## src/rtl/conv_enc_pkg.sv

```systemverilog
// Shared types and defaults for the rate-1/2 convolutional encoder.
package conv_pkg;

    typedef enum logic [1:0] {
        IDLE,
        DATA,
        TAIL
    } enc_state_t;

    localparam int         CONV_K  = 3;
    localparam logic [2:0] CONV_G0 = 3'o7;
    localparam logic [2:0] CONV_G1 = 3'o5;

    // Even/odd parity of a tapped shift-register vector (zero-extended to 16 bits).
    function automatic logic parity(input logic [15:0] v);
        return ^v;
    endfunction

endpackage

```

## src/rtl/conv_enc_ser.sv

```systemverilog
// 2-bit parallel-to-serial stage: c0 in the cycle after load, c1 in the next.
module conv_ser (
    input  logic       clk_sig,
    input  logic       rst_sig,
    input  logic       load,
    input  logic [1:0] pair,
    output logic       ser_out,
    output logic       ser_valid
);

    logic c1_q;
    logic pending_q;

    // Shift the loaded pair out MSB first, holding c1 for the second cycle.
    always_ff @(posedge clk_sig) begin
        if (rst_sig) begin
            ser_out   <= 1'b0;
            ser_valid <= 1'b0;
            c1_q      <= 1'b0;
            pending_q <= 1'b0;
        end else if (load) begin
            ser_out   <= pair[1];
            ser_valid <= 1'b1;
            c1_q      <= pair[0];
            pending_q <= 1'b1;
        end else if (pending_q) begin
            ser_out   <= c1_q;
            ser_valid <= 1'b1;
            pending_q <= 1'b0;
        end else begin
            ser_out   <= 1'b0;
            ser_valid <= 1'b0;
        end
    end

endmodule

```

## src/rtl/conv_enc.sv

```systemverilog
// Rate-1/2 feed-forward convolutional encoder with single-bit serial output.
// Define CONV_ENC_TAIL_EN to append K-1 zero tail bits after each frame.
module conv_enc
    import conv_pkg::*;
#(
    parameter int         K  = CONV_K,
    parameter logic [K-1:0] G0 = CONV_G0,
    parameter logic [K-1:0] G1 = CONV_G1
) (
    input  logic       clk_sig,
    input  logic       rst_sig,
    input  logic       div_sig,
    input  logic       din,
    input  logic       din_valid,
    input  logic       din_last,
    output logic       din_ready,
    output logic [1:0] code_bits,
    output logic       code_valid,
    output logic       code_last,
    output logic       ser_out,
    output logic       ser_valid
);

`ifdef CONV_ENC_TAIL_EN
    localparam int TCW = $clog2(K);
    logic [TCW-1:0] tail_cnt_q;
    logic [TCW-1:0] tail_cnt_d;
`endif

    enc_state_t   state_q;
    enc_state_t   state_d;
    logic [K-2:0] sr_q;
    logic [K-1:0] v;
    logic         div_d;
    logic         div_armed;
    logic         tick;
    logic         encode;
    logic         u;
    logic         last_pair;
    logic         c0;
    logic         c1;

    // div_armed stays low until div_sig is seen low, so a level already high
    // at reset release cannot produce a tick.
    assign tick = div_sig & ~div_d & div_armed;

    assign v  = {u, sr_q};
    assign c0 = parity(16'(v & G0));
    assign c1 = parity(16'(v & G1));

    // Rising-edge detector history for the divided bit-rate signal.
    always_ff @(posedge clk_sig) begin
        if (rst_sig) begin
            div_d     <= 1'b0;
            div_armed <= 1'b0;
        end else begin
            div_d <= div_sig;
            if (!div_sig) begin
                div_armed <= 1'b1;
            end
        end
    end

    // FSM state register (and tail counter when tail termination is built in).
    always_ff @(posedge clk_sig) begin
        if (rst_sig) begin
            state_q    <= IDLE;
`ifdef CONV_ENC_TAIL_EN
            tail_cnt_q <= '0;
`endif
        end else begin
            state_q    <= state_d;
`ifdef CONV_ENC_TAIL_EN
            tail_cnt_q <= tail_cnt_d;
`endif
        end
    end

    // Next state, input handshake and encode decision for the current tick.
    always_comb begin
        state_d   = state_q;
        encode    = 1'b0;
        u         = 1'b0;
        last_pair = 1'b0;
        din_ready = 1'b0;
`ifdef CONV_ENC_TAIL_EN
        tail_cnt_d = tail_cnt_q;
`endif
        case (state_q)
            IDLE, DATA: begin
                din_ready = tick;
                if (tick && din_valid) begin
                    encode = 1'b1;
                    u      = din;
`ifdef CONV_ENC_TAIL_EN
                    if (din_last) begin
                        state_d    = TAIL;
                        tail_cnt_d = TCW'(K - 1);
                    end else begin
                        state_d = DATA;
                    end
`else
                    last_pair = din_last;
                    state_d   = din_last ? IDLE : DATA;
`endif
                end
            end
`ifdef CONV_ENC_TAIL_EN
            TAIL: begin
                if (tick) begin
                    encode     = 1'b1;
                    tail_cnt_d = tail_cnt_q - TCW'(1);
                    if (tail_cnt_q == TCW'(1)) begin
                        last_pair = 1'b1;
                        state_d   = IDLE;
                    end
                end
            end
`endif
            default: state_d = IDLE;
        endcase
    end

    // Shift register update and registered coded pair.
    always_ff @(posedge clk_sig) begin
        if (rst_sig) begin
            sr_q       <= '0;
            code_bits  <= '0;
            code_valid <= 1'b0;
            code_last  <= 1'b0;
        end else begin
            code_valid <= encode;
            code_last  <= last_pair;
            if (encode) begin
                sr_q      <= {u, sr_q[K-2:1]};
                code_bits <= {c0, c1};
            end
        end
    end

    conv_ser u_ser (
        .clk_sig   (clk_sig),
        .rst_sig   (rst_sig),
        .load      (code_valid),
        .pair      (code_bits),
        .ser_out   (ser_out),
        .ser_valid (ser_valid)
    );

endmodule

```

## config.mk

```make
export PLATFORM = sky130hd
export DESIGN_NAME = conv_enc
export DESIGN_NICKNAME = d
export VERILOG_FILES = /design/src/rtl/conv_enc_pkg.sv /design/src/rtl/conv_enc_ser.sv /design/src/rtl/conv_enc.sv
export SDC_FILE = /design/constraint.sdc
export NUM_CORES = 1
export LEC_CHECK = 0
export CAP_MARGIN = 20
export CORE_AREA = 2 2 39 41
export CTS_CLUSTER_DIAMETER = 30
export DETAILED_ROUTE_END_ITERATION = 8
export DIE_AREA = 0 0 41 43
export PLACE_DENSITY_LB_ADDON = 0.15
export REMOVE_ABC_BUFFERS = 1
export SYNTH_ARGS = -nofsm -noshare
export SYNTH_HDL_FRONTEND = slang
export SYNTH_SLANG_ARGS = --single-unit
```

## constraint.sdc

```tcl
create_clock -name clk_sig -period 2.26 [get_ports clk_sig]
set_clock_uncertainty 0.05 [all_clocks]
set_input_delay 0.678 -clock clk_sig [delete_from_list [all_inputs] [get_ports clk_sig]]
set_output_delay 0.678 -clock clk_sig [all_outputs]
set_load 0.05 [all_outputs]
```

==> results of run 1 <==
## power by group through the flow
stage          clock [mW]  combinational [mW]  sequential [mW]
2_1_floorplan           0              0.0148            0.231
3_3_place_gp            0              0.0454            0.225
3_5_place_dp            0              0.0465            0.225
4_1_cts             0.131              0.0469            0.220
5_1_grt             0.139              0.0492            0.221
6_report            0.122              0.0463            0.220
## cells in the final DEF, fill, tap and decap left out, types with 2 or more instances in the layout
cell type	instances
dfxtp_1	12
clkdlybuf4s50_1	9
nor2_1	7
nor2b_1	4
clkbuf_4	3
buf_4	3
nor2_2	2
a21oi_1	2
mux2i_1	2
## worst paths after layout
path / from / to / slack, ns / cells after the start
hold / removal: div_armed / div_armed / 0.43 / 2
setup / recovery: code_bits[0] / code_bits[0] / 0.1 / 1
hold reg to reg: div_armed / div_armed / 0.43 / 2
setup reg to reg: div_d / sr_q[1] / 1.19 / 3
## cells in the mapped netlist
master | n | area, um^2
nor2_2 | 1 | 6.26
a211oi_2 | 1 | 12.5
nand4b_1 | 1 | 8.76
nor2_1 | 8 | 30.0
inv_1 | 1 | 3.75
a21oi_1 | 2 | 10.0
a22oi_1 | 1 | 7.51
nand2_1 | 1 | 3.75
dfxtp_1 | 12 | 240
nor2b_1 | 4 | 25.0
and4b_4 | 1 | 13.8
mux2i_1 | 2 | 20.0
xnor2_2 | 1 | 16.3
a22o_1 | 1 | 8.76
and2_1 | 1 | 6.26
xnor2_1 | 1 | 8.76
buf_2 | 1 | 5.00
## metrics by stage
step | area, um^2 | setup slack (ns) | instances | power (mW) | utilization
finish | 612 | 0.0970 | 72 | 0.389 | 0.442
global placement | 584 | -0.00181 | 69 | 0.270 | 0.422
CTS | 609 | 0.0145 | 72 | 0.398 | 0.440
floorplan | 422 | 0.167 | 39 | 0.246 | -
global route | 612 | 0.0362 | 72 | 0.409 | 0.442
detailed placement | 584 | -0.0424 | 69 | 0.271 | 0.422
## cells by family after synthesis
kind of cell | after synthesis
DFF | 12
muxes | 2
buffers and inverters | 2
xor gates and xnor gates | 2
and+or+nand+nor | 17
AOI/OAI and AO/OA | 5
## layer usage
| metal | share of wire | routed length (um) | up-vias |
|---|---|---|---|
| met1 | 0.41 | 299 | 134 |
| met3 | 0.068 | 50 | 0 |
| met4 | 0 | 0 | 0 |
| met5 | 0 | 0 | - |
| met2 | 0.52 | 384 | 10 |
| li1 | - | - | 165 |
## what timing repair did
action / in CTS / in global routing
pin swaps: 0 / 1
hold endpoints to repair: 0 / 0
gates resized for setup: 1 / 1
endpoints found under the setup margin: 1 / 1
gates cloned: 0 / 0
## final cells by class
cell class | instances | area share
timing repair buffer | 14 | 0.237
tap | 16 | 0.0327
inverter | 1 | 0.00613
clock buffer | 3 | 0.0368
sequential | 12 | 0.393
multi-input combinational | 26 | 0.294
==> results_dict.tcl, run 1 <==
set metrics [dict create \
    numCtsBuffers 3 \
    clk_path_buf_depth 2 \
    via_count 309 \
    antenna_found_initial 0 \
    gp_congestion 0.682 \
    crit_required_ns 1.53 \
    ir_drop_mv 0.228 \
    wl_per_cell_um 10.2 \
    power_leakage_nw 0.246 \
    finalMaxSlewViolations 0 \
    initial_core_util 0.308 \
    multi_input_area_um2 180 \
    critPathCaptureType "output port" \
    synth_seq_cells 12 \
    register_area_um2 240 \
    dpl.hpwl_um 598 \
    met2_usage 0.163 \
    die-area_mm2 0.00176 \
    io_buffers 12 \
    grt_util_met1 0.112 \
    synth_xor_area_frac 0.0587 \
    min_period_over_period 0.957 \
    p_clk_frac 0.315 \
    area_delta_synth_final_pct 43.4 \
    path_cells "clkdlybuf4s50_1" \
    drc_errors 0 \
    p_switching_mw 0.0877 \
    intPower_mw 0.301 \
    reg.largest.list "code_bits x2, sr_q x2" \
    critPathKind "reg -> out" \
    worst_slew_pin_slew_ns 0.491 \
    synthCells 40 \
    hold_viol 0 \
    via_per_inst 4.29 \
    grt_max_degree 8 \
    h-tree-depth 1 \
    hold_buffers 0 \
    cts_tree "built" \
    fill_cells 139 \
    ys_types 17 \
    fin_nets 64 \
    combPwrFrac 0.119 \
    worstPathMaxFanout 3 \
    cpMaxStageDelayCell "clkdlybuf4s50_1" \
    use_met3 0.0314 \
    max_freq_mhz 462 \
    grt_overflow 0 \
    cp-start-kind "flip-flop" \
    cts_setup_buffers 0 \
    sw_frac_of_total 0.225 \
    synthMuxAreaShare 0.0469 \
    min_path_type "reg -> reg" \
    setup_viol 0 \
    die_h_um 43 \
    fp-row-count 14 \
    syn_area_per_cell_um2 10.7 \
    grt-busiest-layer "met2" \
    drv_cap 0 \
    drt_iter0_markers 0 \
    finalSetupTns_ns 0 \
    cts.sinks 12 \
    clk_latency_ns 0.26 \
    final.min_clock_period_ns 2.16 \
    max-slew-margin-rel 0.672 \
    clkTransAtPathRegs_ns 0.06 \
    p_seq_frac 0.566 \
    yosys_warnings 0 \
    synthAdderAreaFrac 0 \
    ys_seq_area_frac 0.563 \
    status "complete, no violations" \
    slowest_delay_ns 0.81 \
    die_w_um 41 \
    synth_top_family_by_area "simple AND/OR/NAND/NOR gates" \
    hold_slack_ns 0.426 \
    synth-simple-area-share 0.220 \
    rsz0062_at_grt "false" \
    path_buf_inv 1 \
    powerDensity_mw_per_mm2 636 \
    grt_pass1_vias 299 \
    root_buffer "clkbuf_4" \
    cpLargestDelayFamily "buffers and inverters" \
    routed_wl_um 734 \
    diodes 0 \
    core_mm2 0.00138 \
    grtUsageTotal 0.108 \
    netlist_area_um2 427 \
    io_pins 13 \
    grt_pass1_wl_um 1190 \
    drive_gt1_frac 0.214 \
    synth_compound_area_frac 0.0909 \
    drtPass1Iterations 1 \
    cp_data_arrival_time_ns 1.44 \
    drtAntennaViolNets 0 \
]
Power figures use the tool's default switching activity.
==> run 2, diff against run 1 <==
- CTS_BUF_LIST: default -> sky130_fd_sc_hd__clkbuf_16
==> run 2 against run 1 <==
  * Clock-buffer cell count unchanged
  * First-iteration DRC count increased by 3
  * Non-clock buffer count unchanged
  * Hold slack got worse by 0.0034 ns
  * Sequential power about the same
  * Clock power increased by 150%
  * Worst setup slack improved by 0.038 ns
  * Critical endpoint unchanged
==> results_dict.tcl, run 2 (synthesis gave the netlist of run 1 again) <==
set metrics [dict create \
    finalMaxSlewViolations 0 \
    via_count 314 \
    area_delta_synth_final_pct 55.7 \
    min_period_over_period 0.940 \
    path_buf_inv 1 \
    root_buffer "clkbuf_16" \
    via_per_inst 4.36 \
    die_h_um 43 \
    path_cells "clkdlybuf4s50_1" \
    cp-start-kind "flip-flop" \
    critPathKind "reg -> out" \
    io_buffers 12 \
    grt_pass1_wl_um 1190 \
    r2r_start "div_d" \
    initial_core_util 0.308 \
    layout_commonest_cell "dfxtp_1" \
    grtUsageTotal 0.108 \
    r2r_cells 3 \
    drive_gt1_frac 0.214 \
    r2r-end "sr_q[1]" \
    grt-busiest-layer "met2" \
    grt_max_degree 8 \
    whs_path_depth 2 \
    io_pins 13 \
    gp_congestion 0.682 \
    max-slew-margin-rel 0.672 \
    drtAntennaViolNets 0 \
    intPower_mw 0.470 \
    slowest_delay_ns 0.81 \
    setup_viol 0 \
    utilization 0.480 \
    p_clk_frac 0.530 \
    numCtsBuffers 3 \
    die_w_um 41 \
    hold_viol 0 \
    dpl.hpwl_um 598 \
    cts_tree "built" \
    fin_total_pwr_mw 0.570 \
    p_switching_mw 0.100 \
    cts_setup_buffers 0 \
    cp_data_arrival_time_ns 1.40 \
    grt_util_met1 0.112 \
    core_mm2 0.00138 \
    final_cell_mix "dfxtp_1 (12), clkdlybuf4s50_1 (9), nor2_1 (7), nor2b_1 (4)" \
    reg.largest.list "code_bits x2, sr_q x2" \
    hp-start "div_armed" \
    fin_nets 64 \
    critPathCaptureType "output port" \
    h-tree-depth 1 \
    drc_errors 0 \
    drv_cap 0 \
    min_path_type "reg -> reg" \
    reg2reg_slack_ns 1.20 \
    rsz0062_at_grt "false" \
    crit_required_ns 1.53 \
    antenna_found_initial 0 \
    hold_end "div_armed" \
    cpMaxStageDelayCell "clkdlybuf4s50_1" \
    p_seq_frac 0.389 \
    drtPass1Iterations 2 \
    die-area_mm2 0.00176 \
    clkTransAtPathRegs_ns 0.04 \
    ir_drop_mv 0.571 \
    final.min_clock_period_ns 2.13 \
    powerDensity_mw_per_mm2 858 \
    pre_cts_ws_ns -0.0424 \
    fin_ws_ns 0.135 \
    fp-row-count 14 \
    sw_frac_of_total 0.176 \
    drt_iter0_markers 3 \
    clk_latency_ns 0.23 \
    grt_pass1_vias 298 \
    cts.sinks 12 \
    worst_slew_pin_slew_ns 0.491 \
    use_met3 0.0471 \
    wl_per_cell_um 9.93 \
    routed_wl_um 715 \
    diodes 0 \
    grt_overflow 0 \
    clk_path_buf_depth 2 \
    status "complete, no violations" \
    max_freq_mhz 471 \
    power_leakage_nw 0.269 \
    combPwrFrac 0.081 \
    cpLargestDelayFamily "buffers and inverters" \
    met2_usage 0.163 \
    hold_buffers 0 \
    worstPathMaxFanout 3 \
]
[run 2: power by group through the flow]
stage | sequential (mW) | clock, mW | combinational, mW
CTS | 0.222 | 0.311 | 0.0469
detailed placement | 0.225 | 0 | 0.0465
finish | 0.222 | 0.302 | 0.0464
global route | 0.222 | 0.324 | 0.0493
global placement | 0.225 | 0 | 0.0454
floorplan | 0.231 | 0 | 0.0148
[run 2: area by class of cell]
| cell class | instances | area (um^2) |
|---|---|---|
| inverter | 1 | 3.75 |
| timing repair buffer | 14 | 145 |
| tap | 16 | 20.0 |
| multi-input combinational | 26 | 180 |
| fill | 134 | 719 |
| clock buffer | 3 | 75.1 |
| sequential | 12 | 240 |
[run 2: what timing repair did]
item                                    CTS  global route
pin swaps                                 0             1
gates resized for setup                   1             1
endpoints found under the hold margin     0             0
endpoints found under the setup margin    1             1
[run 2: how the worst max path moves through the flow]
| stage | start | depth (start not counted) | to | slack (ns) |
|---|---|---|---|---|
| detailed placement | div_sig | 4 | din_ready | -0.04 |
| finish | code_bits[0] | 1 | code_bits[0] | 0.13 |
| CTS | div_sig | 4 | din_ready | 0.01 |
| floorplan | div_sig | 2 | din_ready | 0.17 |
| global route | code_bits[0] | 1 | code_bits[0] | 0.09 |
| global placement | div_sig | 4 | din_ready | -0.002 |
[run 2: metal layers]
layer | up-vias | routed length, um
li1 | 165 | -
met1 | 137 | 281
met2 | 10 | 373
met3 | 2 | 53
met4 | 0 | 8
met5 | - | 0
[run 2: metrics by stage]
stage / hold slack (ns) / area, um^2 / instances / TNS (ns)
floorplan: 0.385 / 422 / 39 / 0
global placement: 0.409 / 584 / 69 / -0.00181
detailed placement: 0.417 / 584 / 69 / -0.0424
CTS: 0.423 / 662 / 72 / 0
global route: 0.436 / 664 / 72 / 0
finish: 0.423 / 664 / 72 / 0
==> run 3, diff against run 2 <==
- SETUP_SLACK_MARGIN: default -> 0.3
- clock period: 2.26 -> 1.9 ns (I/O delays scaled with it)
==> run 3 against run 2 <==
  * Sequential power increased by 19%
  * Critical path depth increased by 3
  * Critical endpoint is now din_ready
  * Routed wire length increased by 9.5%
  * Worst setup slack improved by 0.20 ns
  * Total power increased by 21%
  * Non-clock buffer count unchanged
  * Clock power increased by 23%
  * Die area unchanged
  * Critical path type is now in -> out
==> results_dict.tcl, run 3 (synthesis gave the netlist of run 1 again) <==
set metrics [dict create \
    numCtsBuffers 3 \
    path_buf_inv 2 \
    hold_buffers 0 \
    rsz0062_at_grt "false" \
    initial_core_util 0.308 \
    final.min_clock_period_ns 1.57 \
    root_buffer "clkbuf_16" \
    fin_ws_ns 0.330 \
    die_h_um 43 \
    via_per_inst 4.41 \
    powerDensity_mw_per_mm2 1030 \
    die-area_mm2 0.00176 \
    drive_gt1_frac 0.351 \
    layout_commonest_cell "dfxtp_1" \
    io_buffers 12 \
    slowest_delay_ns 0.14 \
    hold_end "div_armed" \
    max-slew-margin-rel 0.832 \
    final_area_um2 676 \
    reg2reg_slack_ns 0.81 \
    fin_nets 64 \
    crit_required_ns 1.28 \
    fill_cells 137 \
    grt_pass1_wl_um 1170 \
    critPathCaptureType "output port" \
    utilization 0.488 \
    placedInstanceArea_um2 584 \
    max_freq_mhz 637 \
    drc_errors 0 \
    diodes 0 \
    r2r_cells 3 \
    routed_wl_um 783 \
    h-tree-depth 1 \
    path_cells "buf_6, nand2_2, nor2_4, buf_12" \
    hp-start "div_armed" \
    status "complete, no violations" \
    wl_per_cell_um 10.7 \
    hold_viol 0 \
    grt_max_degree 8 \
    via_count 322 \
    cts_tree "built" \
    setup_viol 0 \
    cp_data_arrival_time_ns 0.95 \
    power_leakage_nw 0.278 \
    antenna_found_initial 0 \
    drtPass1Iterations 2 \
    fp-row-count 14 \
    clkTransAtPathRegs_ns 0.04 \
    io_pins 13 \
    worstPathMaxFanout 2 \
    drt_iter0_markers 4 \
    worst_slew_pin_slew_ns 0.252 \
    ir_drop_mv 0.456 \
    drtAntennaViolNets 0 \
    cts.sinks 12 \
    r2r-end "sr_q[1]" \
    min_path_type "reg -> reg" \
    whs_path_depth 2 \
    pre_cts_ws_ns -0.168 \
    grt_pass1_vias 305 \
    reg.largest.list "code_bits x2, sr_q x2" \
    min_period_over_period 0.826 \
    area_delta_synth_final_pct 58.4 \
    finalMaxSlewViolations 0 \
    clk_latency_ns 0.23 \
    final_cell_mix "dfxtp_1 (11), nor2_1 (7), buf_4 (7), nor2b_1 (4), clkdlybuf4s50_1 (4)" \
    die_w_um 41 \
    drv_cap 0 \
    grtUsageTotal 0.110 \
    gp_congestion 0.680 \
    cpMaxStageDelayCell "buf_12" \
    r2r_start "div_d" \
    cp-start-kind "primary input" \
    grt_overflow 0 \
    core_mm2 0.00138 \
    cpLargestDelayFamily "buffers and inverters" \
    critPathKind "in -> out" \
    clk_path_buf_depth 2 \
]
run 3: cell type report:
cell class	count	area [um^2]	area share
multi-input combinational	26	188	0.278
clock buffer	3	75.1	0.111
clock inverter	1	3.75	0.00556
tap	16	20.0	0.0296
inverter	1	3.75	0.00556
sequential	12	241	0.357
timing repair buffer	14	144	0.213
run 3: worst max-delay path by stage:
stage                           end  cells past startpoint    start
after floorplan           din_ready                      2  div_sig
after global placement    din_ready                      4  div_sig
after detailed placement  din_ready                      4  div_sig
after CTS                 din_ready                      4  div_sig
after global routing      din_ready                      4  div_sig
final                     din_ready                      4  div_sig
run 3: what timing repair did:
| action | in CTS | in global routing |
|---|---|---|
| pin swaps | 1 | 1 |
| setup buffers | 0 | 0 |
| gates resized for setup | 8 | 1 |
| setup endpoints to repair | 1 | 1 |
run 3: metal layers:
layer | GRT usage | wire [um]
met2 | 0.178 | 426
met1 | 0.0915 | 305
met3 | 0.0471 | 51
met5 | 0 | 0
met4 | 0.100 | 0
run 3: per-stage QoR:
step | std cells | hold WS (ns) | setup TNS, ns | power (mW)
6_report | 73 | 0.415 | 0 | 0.693
5_1_grt | 73 | 0.429 | 0 | 0.717
4_1_cts | 73 | 0.425 | 0 | 0.702
3_5_place_dp | 69 | 0.415 | -0.168 | 0.324
3_3_place_gp | 69 | 0.409 | -0.146 | 0.322
2_1_floorplan | 39 | 0.385 | 0 | 0.293
run 3: power breakdown:
group / internal (mW) / switching, mW
clock network: 0.276 / 0.0945
registers: 0.259 / 0.00567
logic: 0.0291 / 0.0285
total: 0.564 / 0.129
run 3: worst register-to-register path: cells and delay by family, from the launching register on:
kind,cells,cell delay [ns]
flip-flops,1,0.33
multiplexers,1,0.19
AND/OR/NAND/NOR,2,0.41
